## src/rtl/dm_port_arbiter_pkg.sv

```systemverilog
// Shared constants, types and the lane-reverse helper for the two-port line
// data memory arbiter.
package dm_port_arbiter_pkg;

    localparam int unsigned ADDR_W = 12;
    localparam int unsigned LINE_W = 256;
    localparam int unsigned WORD_W = 16;
    localparam int unsigned LANES  = LINE_W / WORD_W;

    typedef logic [ADDR_W-1:0] addr_t;
    typedef logic [LINE_W-1:0] line_t;
    typedef logic [LANES-1:0]  mask_t;

    typedef enum logic {
        PORT0 = 1'b0,
        PORT1 = 1'b1
    } port_e;

    typedef enum logic {
        SLOT_EMPTY = 1'b0,
        SLOT_FULL  = 1'b1
    } slot_state_e;

    typedef struct packed {
        port_e port;
        logic  we;
        addr_t addr;
        line_t wdata;
        mask_t wmask;
    } slot_t;

    // The memory returns word i in the top-down lane position; swap so lane i is word i.
    function automatic line_t lane_reverse(input line_t x);
        line_t r;
        r = '0;
        for (int unsigned i = 0; i < LANES; i++) begin
            r[i*WORD_W +: WORD_W] = x[(LANES-1-i)*WORD_W +: WORD_W];
        end
        return r;
    endfunction

endpackage

```

## src/rtl/dm_port_arbiter_if.sv

```systemverilog
// Requester handshake/response bundle and the line memory bundle used by the
// data memory port arbiter.
interface dm_req_if;
    import dm_port_arbiter_pkg::*;

    logic  valid;
    logic  ready;
    logic  we;
    addr_t addr;
    line_t wdata;
    mask_t wmask;
    logic  rsp_valid;
    line_t rsp_rdata;

    modport master (
        output valid, we, addr, wdata, wmask,
        input  ready, rsp_valid, rsp_rdata
    );

    modport slave (
        input  valid, we, addr, wdata, wmask,
        output ready, rsp_valid, rsp_rdata
    );
endinterface

interface dm_mem_if;
    import dm_port_arbiter_pkg::*;

    logic  wen;
    addr_t addr;
    line_t wdata;
    line_t rdata;

    modport master (
        output wen, addr, wdata,
        input  rdata
    );

    modport slave (
        input  wen, addr, wdata,
        output rdata
    );
endinterface

```

## src/rtl/dm_lane_merge.sv

```systemverilog
// Combinational read-merge path: restores requester lane order on the memory
// read data and overlays the masked write lanes.
module dm_lane_merge
    import dm_port_arbiter_pkg::*;
(
    input  line_t mem_rdata_i,
    input  line_t wdata_i,
    input  mask_t wmask_i,
    output line_t old_line_o,
    output line_t merged_line_o
);

    line_t old_line;

    assign old_line   = lane_reverse(mem_rdata_i);
    assign old_line_o = old_line;

    always_comb begin
        merged_line_o = old_line;
        for (int unsigned i = 0; i < LANES; i++) begin
            if (wmask_i[i]) begin
                merged_line_o[i*WORD_W +: WORD_W] = wdata_i[i*WORD_W +: WORD_W];
            end
        end
    end

endmodule

```

## src/rtl/dm_port_arbiter.sv

```systemverilog
// Round-robin two-port front end for the line data memory: one request slot,
// single-cycle read-merge-write access and a registered per-port response.
module dm_port_arbiter
    import dm_port_arbiter_pkg::*;
(
    input  logic     clk,
    input  logic     rst,
    dm_req_if.slave  p0,
    dm_req_if.slave  p1,
    dm_mem_if.master mem
);

    slot_state_e state_q;
    slot_t       slot_q;
    slot_t       slot_d;
    port_e       rr_last_q;
    logic        rsp0_valid_q;
    logic        rsp1_valid_q;
    line_t       rsp0_rdata_q;
    line_t       rsp1_rdata_q;

    logic        gnt0;
    logic        gnt1;
    logic        accept;
    logic        access_en;
    port_e       acc_port;
    line_t       old_line;
    line_t       merged_line;

    // On contention the port that did not win last time is served.
    always_comb begin
        gnt0 = 1'b0;
        gnt1 = 1'b0;
        if (!rst) begin
            if (p0.valid && p1.valid) begin
                gnt0 = (rr_last_q == PORT1);
                gnt1 = (rr_last_q == PORT0);
            end else begin
                gnt0 = p0.valid;
                gnt1 = p1.valid;
            end
        end
    end

    assign accept    = gnt0 || gnt1;
    assign acc_port  = gnt1 ? PORT1 : PORT0;
    assign access_en = (state_q == SLOT_FULL) && !rst;

    assign p0.ready = gnt0;
    assign p1.ready = gnt1;

    always_comb begin
        slot_d = slot_q;
        if (accept) begin
            slot_d.port = acc_port;
            if (acc_port == PORT1) begin
                slot_d.we    = p1.we;
                slot_d.addr  = p1.addr;
                slot_d.wdata = p1.wdata;
                slot_d.wmask = p1.wmask;
            end else begin
                slot_d.we    = p0.we;
                slot_d.addr  = p0.addr;
                slot_d.wdata = p0.wdata;
                slot_d.wmask = p0.wmask;
            end
        end
    end

    dm_lane_merge u_merge (
        .mem_rdata_i   (mem.rdata),
        .wdata_i       (slot_q.wdata),
        .wmask_i       (slot_q.wmask),
        .old_line_o    (old_line),
        .merged_line_o (merged_line)
    );

    // The slot address is only overwritten on acceptance, so it doubles as the held memory address.
    assign mem.addr  = slot_q.addr;
    assign mem.wen   = access_en && slot_q.we && (|slot_q.wmask);
    assign mem.wdata = access_en ? merged_line : '0;

    assign p0.rsp_valid = rsp0_valid_q;
    assign p0.rsp_rdata = rsp0_rdata_q;
    assign p1.rsp_valid = rsp1_valid_q;
    assign p1.rsp_rdata = rsp1_rdata_q;

    always_ff @(posedge clk) begin
        if (rst) begin
            state_q      <= SLOT_EMPTY;
            slot_q       <= '0;
            rr_last_q    <= PORT1;
            rsp0_valid_q <= 1'b0;
            rsp1_valid_q <= 1'b0;
            rsp0_rdata_q <= '0;
            rsp1_rdata_q <= '0;
        end else begin
            rsp0_valid_q <= access_en && (slot_q.port == PORT0);
            rsp1_valid_q <= access_en && (slot_q.port == PORT1);
            if (access_en && (slot_q.port == PORT0)) begin
                rsp0_rdata_q <= old_line;
            end
            if (access_en && (slot_q.port == PORT1)) begin
                rsp1_rdata_q <= old_line;
            end
            slot_q <= slot_d;
            if (accept) begin
                state_q   <= SLOT_FULL;
                rr_last_q <= acc_port;
            end else begin
                state_q   <= SLOT_EMPTY;
            end
        end
    end

endmodule
```

## src/flat_wrapper.sv

```systemverilog
// flat-port wrapper written by rule: the top's interface ports become plain ports
module dm_port_arbiter_flat import dm_port_arbiter_pkg::*;
  (clk, rst, p0_valid, p0_we, p0_addr, p0_wdata, p0_wmask, p0_ready, p0_rsp_valid, p0_rsp_rdata, p1_valid, p1_we, p1_addr, p1_wdata, p1_wmask, p1_ready, p1_rsp_valid, p1_rsp_rdata, mem_wen, mem_addr, mem_wdata, mem_rdata);
  dm_req_if p0_i ();
  dm_req_if p1_i ();
  dm_mem_if mem_i ();
  input  logic clk;
  input  logic rst;
  input wire logic [$bits(p0_i.valid)-1:0] p0_valid;
  input wire logic [$bits(p0_i.we)-1:0] p0_we;
  input wire logic [$bits(p0_i.addr)-1:0] p0_addr;
  input wire logic [$bits(p0_i.wdata)-1:0] p0_wdata;
  input wire logic [$bits(p0_i.wmask)-1:0] p0_wmask;
  output wire logic [$bits(p0_i.ready)-1:0] p0_ready;
  output wire logic [$bits(p0_i.rsp_valid)-1:0] p0_rsp_valid;
  output wire logic [$bits(p0_i.rsp_rdata)-1:0] p0_rsp_rdata;
  input wire logic [$bits(p1_i.valid)-1:0] p1_valid;
  input wire logic [$bits(p1_i.we)-1:0] p1_we;
  input wire logic [$bits(p1_i.addr)-1:0] p1_addr;
  input wire logic [$bits(p1_i.wdata)-1:0] p1_wdata;
  input wire logic [$bits(p1_i.wmask)-1:0] p1_wmask;
  output wire logic [$bits(p1_i.ready)-1:0] p1_ready;
  output wire logic [$bits(p1_i.rsp_valid)-1:0] p1_rsp_valid;
  output wire logic [$bits(p1_i.rsp_rdata)-1:0] p1_rsp_rdata;
  output wire logic [$bits(mem_i.wen)-1:0] mem_wen;
  output wire logic [$bits(mem_i.addr)-1:0] mem_addr;
  output wire logic [$bits(mem_i.wdata)-1:0] mem_wdata;
  input wire logic [$bits(mem_i.rdata)-1:0] mem_rdata;
  assign p0_i.valid = p0_valid;
  assign p0_i.we = p0_we;
  assign p0_i.addr = p0_addr;
  assign p0_i.wdata = p0_wdata;
  assign p0_i.wmask = p0_wmask;
  assign p0_ready = p0_i.ready;
  assign p0_rsp_valid = p0_i.rsp_valid;
  assign p0_rsp_rdata = p0_i.rsp_rdata;
  assign p1_i.valid = p1_valid;
  assign p1_i.we = p1_we;
  assign p1_i.addr = p1_addr;
  assign p1_i.wdata = p1_wdata;
  assign p1_i.wmask = p1_wmask;
  assign p1_ready = p1_i.ready;
  assign p1_rsp_valid = p1_i.rsp_valid;
  assign p1_rsp_rdata = p1_i.rsp_rdata;
  assign mem_wen = mem_i.wen;
  assign mem_addr = mem_i.addr;
  assign mem_wdata = mem_i.wdata;
  assign mem_i.rdata = mem_rdata;
  dm_port_arbiter u_core (.clk(clk), .rst(rst), .p0(p0_i), .p1(p1_i), .mem(mem_i));
endmodule
```

## config.mk

```make
export PLATFORM = sky130hd
export DESIGN_NAME = dm_port_arbiter_flat
export DESIGN_NICKNAME = d
export VERILOG_FILES = /design/src/rtl/dm_port_arbiter_pkg.sv /design/src/rtl/dm_port_arbiter_if.sv /design/src/rtl/dm_lane_merge.sv /design/src/rtl/dm_port_arbiter.sv /design/src/flat_wrapper.sv
export SDC_FILE = /design/constraint.sdc
export NUM_CORES = 2
export LEC_CHECK = 0
export CORE_AREA = 2 2 636 638
export DETAILED_ROUTE_END_ITERATION = 8
export DIE_AREA = 0 0 638 640
export SYNTH_ARGS = -nofsm -noshare
export SYNTH_HDL_FRONTEND = slang
export SYNTH_SLANG_ARGS = --single-unit
```

## constraint.sdc

```tcl
create_clock -name clk -period 2.8 [get_ports clk]
set_input_delay 0.42 -clock clk [delete_from_list [all_inputs] [get_ports clk]]
set_output_delay 0.42 -clock clk [all_outputs]
set_load 0.01 [all_outputs]
```

# After elaboration in Yosys (flattened, before gate mapping)
# Index checks and enable logic that the tools add are counted.
# word_totals
register_bits	802
in_bits	830
out_inout_bits	785
elab_cells	46
# classes
n_mux	24
bitwise_logic	2
n_reduce_logical	9
# op_table
cell	n
$mux 285	1
$mux 16	16
$mux 256	1
$reduce_or 16->1	1
$logic_and 1x1->1	6
$mux 1	6
$not 1->1	2
$logic_not 1->1	1
$logic_or 1x1->1	1

# Depth between registers and ports, before layout
# depth
word_depth	5
depth_mapped	9

# By module
# Synthesis repeated with hierarchy kept, for this count alone.
# hier_totals
hier_cells	4098
hier_area_um2	37825.0
# modules_own_cells
module	n_inst	cells_per_inst	area_each_um2
dm_port_arbiter	1	3554	32640.1
dm_lane_merge	1	544	5185.0

# Worst setup path before layout
# Ideal clock, no wire load.
# synth_path
path_kind	input to output
from	input rst
to	output mem_wdata[100]
arrival_time_ns	1.532
t_required_ns	2.380
slack_ns	0.848
cell_stages	7
path_cell_list	buf_4 > buf_2 > nand2b_1 > clkbuf_1 > buf_2 > clkbuf_1 > nor2_1
# synth_via
elab_chain_cells	3
# synth_rtl
element	line_no	text
start: declaration	flat_wrapper.sv:8	input logic rst;
$logic_not 1->1	dm_port_arbiter.sv:47	assign access_en = (state_q == SLOT_FULL) && !rst;
$logic_and 1x1->1	dm_port_arbiter.sv:47	
$mux 256	dm_port_arbiter.sv:81	assign mem.wdata = access_en ? merged_line : '0;
end: declaration	flat_wrapper.sv:27	output wire logic [$bits(mem_i.wdata)-1:0] mem_wdata;
# Every way passes these cells.

# Worst setup path after layout
# layout_path
from	register u_core.slot_q[3] (netlist name)
to	output mem_wen
# layout_via
elab_chain_cells	2
# layout_rtl
element	line_no	text
start: declaration	dm_port_arbiter.sv:14	slot_t slot_q;
start signal: assignment	dm_port_arbiter.sv:106	slot_q <= slot_d;
$reduce_or 16->1	dm_port_arbiter.sv:80	assign mem.wen = access_en && slot_q.we && (|slot_q.wmask);
$logic_and 1x1->1	dm_port_arbiter.sv:80	
end: declaration	flat_wrapper.sv:25	output wire logic [$bits(mem_i.wen)-1:0] mem_wen;
# Every way passes these cells.

==> flow_summary_export.csv <==
group,metric,value,unit
sta,setup_viol,1,
drt,vias,38786,
finish,utilization,0.1572,
worst_setup_path,path_class,"reg2out",
global_routing,grt_pass1_vias,36254,
synthesis,ys_async_sr_fraction,0,
finish,syn_to_final_growth,82.15,%
sta,rsz0062_at_grt,"true",
worst_setup_path,rr_endpoint,"u_core.slot_q[109]$_SDFFE_PP0P_",
sta,whs,0.1552,ns
synthesis,syn_nets,4673,
power,finalPower,34.42,mW
worst_setup_path,worstSetupStartpointType,"register",
worst_setup_path,cp.arrival,2.40,ns
sta,setup_tns,-0.01525,ns
drt,via_per_inst,3.540,
worst_setup_path,ff2ff_setup_slack,0.80,ns
clocking,cts_buffers,112,
drt,final_antenna_net_count,0,
power,leakage,22.21,nW
place,hpwlAfterDp,307.6,mm
sta,slew_violations,0,
sta,slew_headroom,0.3688,
synthesis,synth_top_area_cell,"dfxtp_1",
floorplanning,die_h,640,um
synthesis,ys_ff_latch,802,
sta,period_needed,2.815,ns
worst_hold_path,hold_path.class,"in2reg",
status,violations,"negative setup slack",
global_routing,grt_max_degree,120,
finish,design_area,0.06309,mm2
clocking,clk_pin_slew_worst_paths,0.06,ns
floorplanning,die_w,638,um
global_routing,overflow,0,
global_routing,antenna_found_initial,260,
worst_setup_path,critPathCaptureType,"output pin",
clocking,clockBufferDepth,4,
synthesis,yosys.cell_count.top_type,"dfxtp_1",
synthesis,synthFlopType,"dfxtp_1",
flow_run,drv_cap,0,
sta,final.period_utilization,1.005,
floorplanning,core,0.4014,mm2
place,place.gp.congestion,0.9372,
clocking,root_buffer,"clkbuf_16",
global_routing,grt_pass1_wl,438.8,mm
synthesis,syn-cell-area,0.03464,mm2
sta,hold_viol,0,
sta,tightestPinTransition,0.9468,ns
finish,drive_gt1_frac,0.1236,
place,io_buffers,1614,
floorplanning,pin_count,1615,
worst_setup_path,crit_family,"simple AND/OR/NAND/NOR gates",
worst_hold_path,min_from,"p1_wdata[126]",
drt,drt-total-wl,359.4,mm
synthesis,synthTopCellsByArea,"dfxtp_1 (46%), nand2b_1 (9.3%), a221o_1 (8.2%), mux2i_1 (7.4%), nor4b_1 (7.2%)",
floorplanning,row_count,233,
place,dpl_cell_area,0.05850,mm2
worst_setup_path,path_common_cell,"buf_4",
worst_setup_path,worst-r2r-cell-count,6,
finish,layout.nets,6355,
worst_setup_path,crit_path_cell_trace,"nor4_1 -> buf_4 -> and4_4 -> nor3b_2 -> buf_4",
sta,setup_slack,-0.01525,ns
clocking,htreeDepth,3,
drt,remaining_drc_errors,0,
worst_setup_path,critPathRequiredTime,2.38,ns
status,status,"finished, violations left",
clocking,cts_tree,"built",
synthesis,yosysTopAreaCellShare,0.4635,
synthesis,ys_types,25,
clocking,insertion_delay,0.88,ns
drt,routedWlPerCell,32.80,um
floorplanning,die_area,0.4083,mm2
synthesis,syn_avg_cell_area,9.013,um2
sta,skew,0.07050,ns
worst_hold_path,worstHoldEndpoint,"u_core.slot_q[142]$_SDFFE_PP0P_",
drt,initialDrtViolationCount,3289,
synthesis,syn-instance-count,3843,
synthesis,ys_seq_area_frac,0.4635,
drt,drtPass1Iterations,8,
power,ir_worst_vdd,0.5349,mV
synthesis,synth_commonest_cells,"dfxtp_1 (802), nand2b_1 (515), nand2_1 (513)",
worst_setup_path,cp_max_fo,4,
synthesis,yosys_warnings,0,
worst_setup_path,critPathBufInv,2,
global_routing,grtUsageTotal,0.1679,
power,power.density,545.5,mW/mm2
clocking,clock-sinks,802,
sta,max_freq,355.2,MHz
worst_setup_path,cpMaxStageDelayCell,"nor4_1",
place,dp_slack,-0.1329,ns
synthesis,synth-edff-count,0,
floorplanning,initial_utilization,0.08628,
worst_setup_path,worstReg2RegStart,"u_core.rr_last_q$_SDFFE_PP1P_",
finish,final_cells,10958,
worst_hold_path,hold_path_depth,2,
place,placed_cells,10639,
worst_setup_path,max_stage_delay,0.43,ns
==> worst register-to-register path, delay by kind of cell (launching register included) <==
family / cells / cell delay [ns]
AOI/OAI and AO/OA: 2 / 0.27
buffers and inverters: 3 / 0.70
DFF: 1 / 0.37
and+or+nand+nor: 1 / 0.60
==> sequential cells by signal, indices dropped and copies added (netlist names) <==
signal,cells
u_core.slot_q,274
u_core.p0.rsp_rdata,256
u_core.p1.rsp_rdata,256
u_core.mem.addr,12
u_core.p0.rsp_valid,1
u_core.p1.rsp_valid,1
u_core.rr_last_q,1
u_core.state_q,1
==> metal layers <==
| metal | global-route usage | share of wire | wire length [um] |
|---|---|---|---|
| met4 | 0.05282 | 0.037 | 13420 |
| met5 | 0 | 0.0028 | 995 |
| met2 | 0.2897 | 0.48 | 173200 |
| met3 | 0.07682 | 0.11 | 39320 |
| met1 | 0.1818 | 0.37 | 132400 |
==> where the power goes <==
| part | internal [mW] | leakage, nW | switching [mW] |
|---|---|---|---|
| registers | 12.2 | 6.59 | 0.771 |
| logic | 3.30 | 13.8 | 3.28 |
| clock network | 8.54 | 1.80 | 6.36 |
| total | 24.0 | 22.2 | 10.4 |
==> timing repair <==
item	CTS	global route
gates cloned	5	0
setup endpoints to repair	259	73
gates resized for setup	296	91
buffers inserted	29	24
hold buffers	1	0
endpoints found under the hold margin	2	0
pin swaps	2	2
==> cell usage in the layout (no fill, tap or decap), types with 3 or more instances in the layout <==
cell / count
mux2i_2: 7
dlygate4sd2_1: 128
bufinv_16: 8
mux2i_1: 244
clkbuf_1: 18
nor2_2: 20
inv_6: 7
buf_2: 7
nand2_1: 513
a221o_1: 285
dfxtp_4: 10
nor4_1: 3
nor2_4: 6
clkinv_2: 22
buf_8: 4
nor2_1: 233
clkbuf_2: 17
buf_12: 70
clkdlybuf4s50_1: 1339
clkinv_4: 3
diode_2: 64
dfxtp_2: 7
nor4b_1: 284
o21ai_1: 111
buf_4: 328
mux2i_4: 5
clkdlybuf4s15_1: 29
o21ai_0: 402
dlymetal6s2s_1: 23
nand2b_1: 514
dfxtp_1: 785
clkbuf_8: 16
buf_6: 11
clkinvlp_4: 7
buf_16: 8
clkbuf_16: 113
==> cell families after synthesis <==
group | synth area share
buffers and inverters | 0.05368
and+or+nand+nor | 0.2516
muxes | 0.07398
AOI/OAI and AO/OA | 0.1572
DFF | 0.4635
==> area by class of cell <==
cell class / instances / area (um2)
diodes: 64 / 160.2
multi-input cells: 2640 / 16960
fillers: 45281 / 338300
repair buffers: 1969 / 19590
clock buffers: 147 / 3115
clock inverters: 49 / 550.5
well taps: 5287 / 6615
flip-flops and latches: 802 / 16100
==> worst max path at each step <==
stage,depth (start not counted),slack [ns],from,to
2_1_floorplan,7,0.85,rst,mem_wdata[100]
3_3_place_gp,7,-0.06,p0_valid,u_core.slot_q[109]$_SDFFE_PP0P_
3_5_place_dp,7,-0.13,p0_valid,u_core.slot_q[109]$_SDFFE_PP0P_
4_1_cts,5,-0.20,u_core.state_q$_SDFF_PP0_,mem_wdata[245]
5_1_grt,6,-0.09,u_core.state_q$_SDFF_PP0_,mem_wdata[182]
6_report,5,-0.02,u_core.slot_q[3]$_SDFFE_PP0P_,mem_wen
Note: power is estimated with default switching activity, not from simulation.
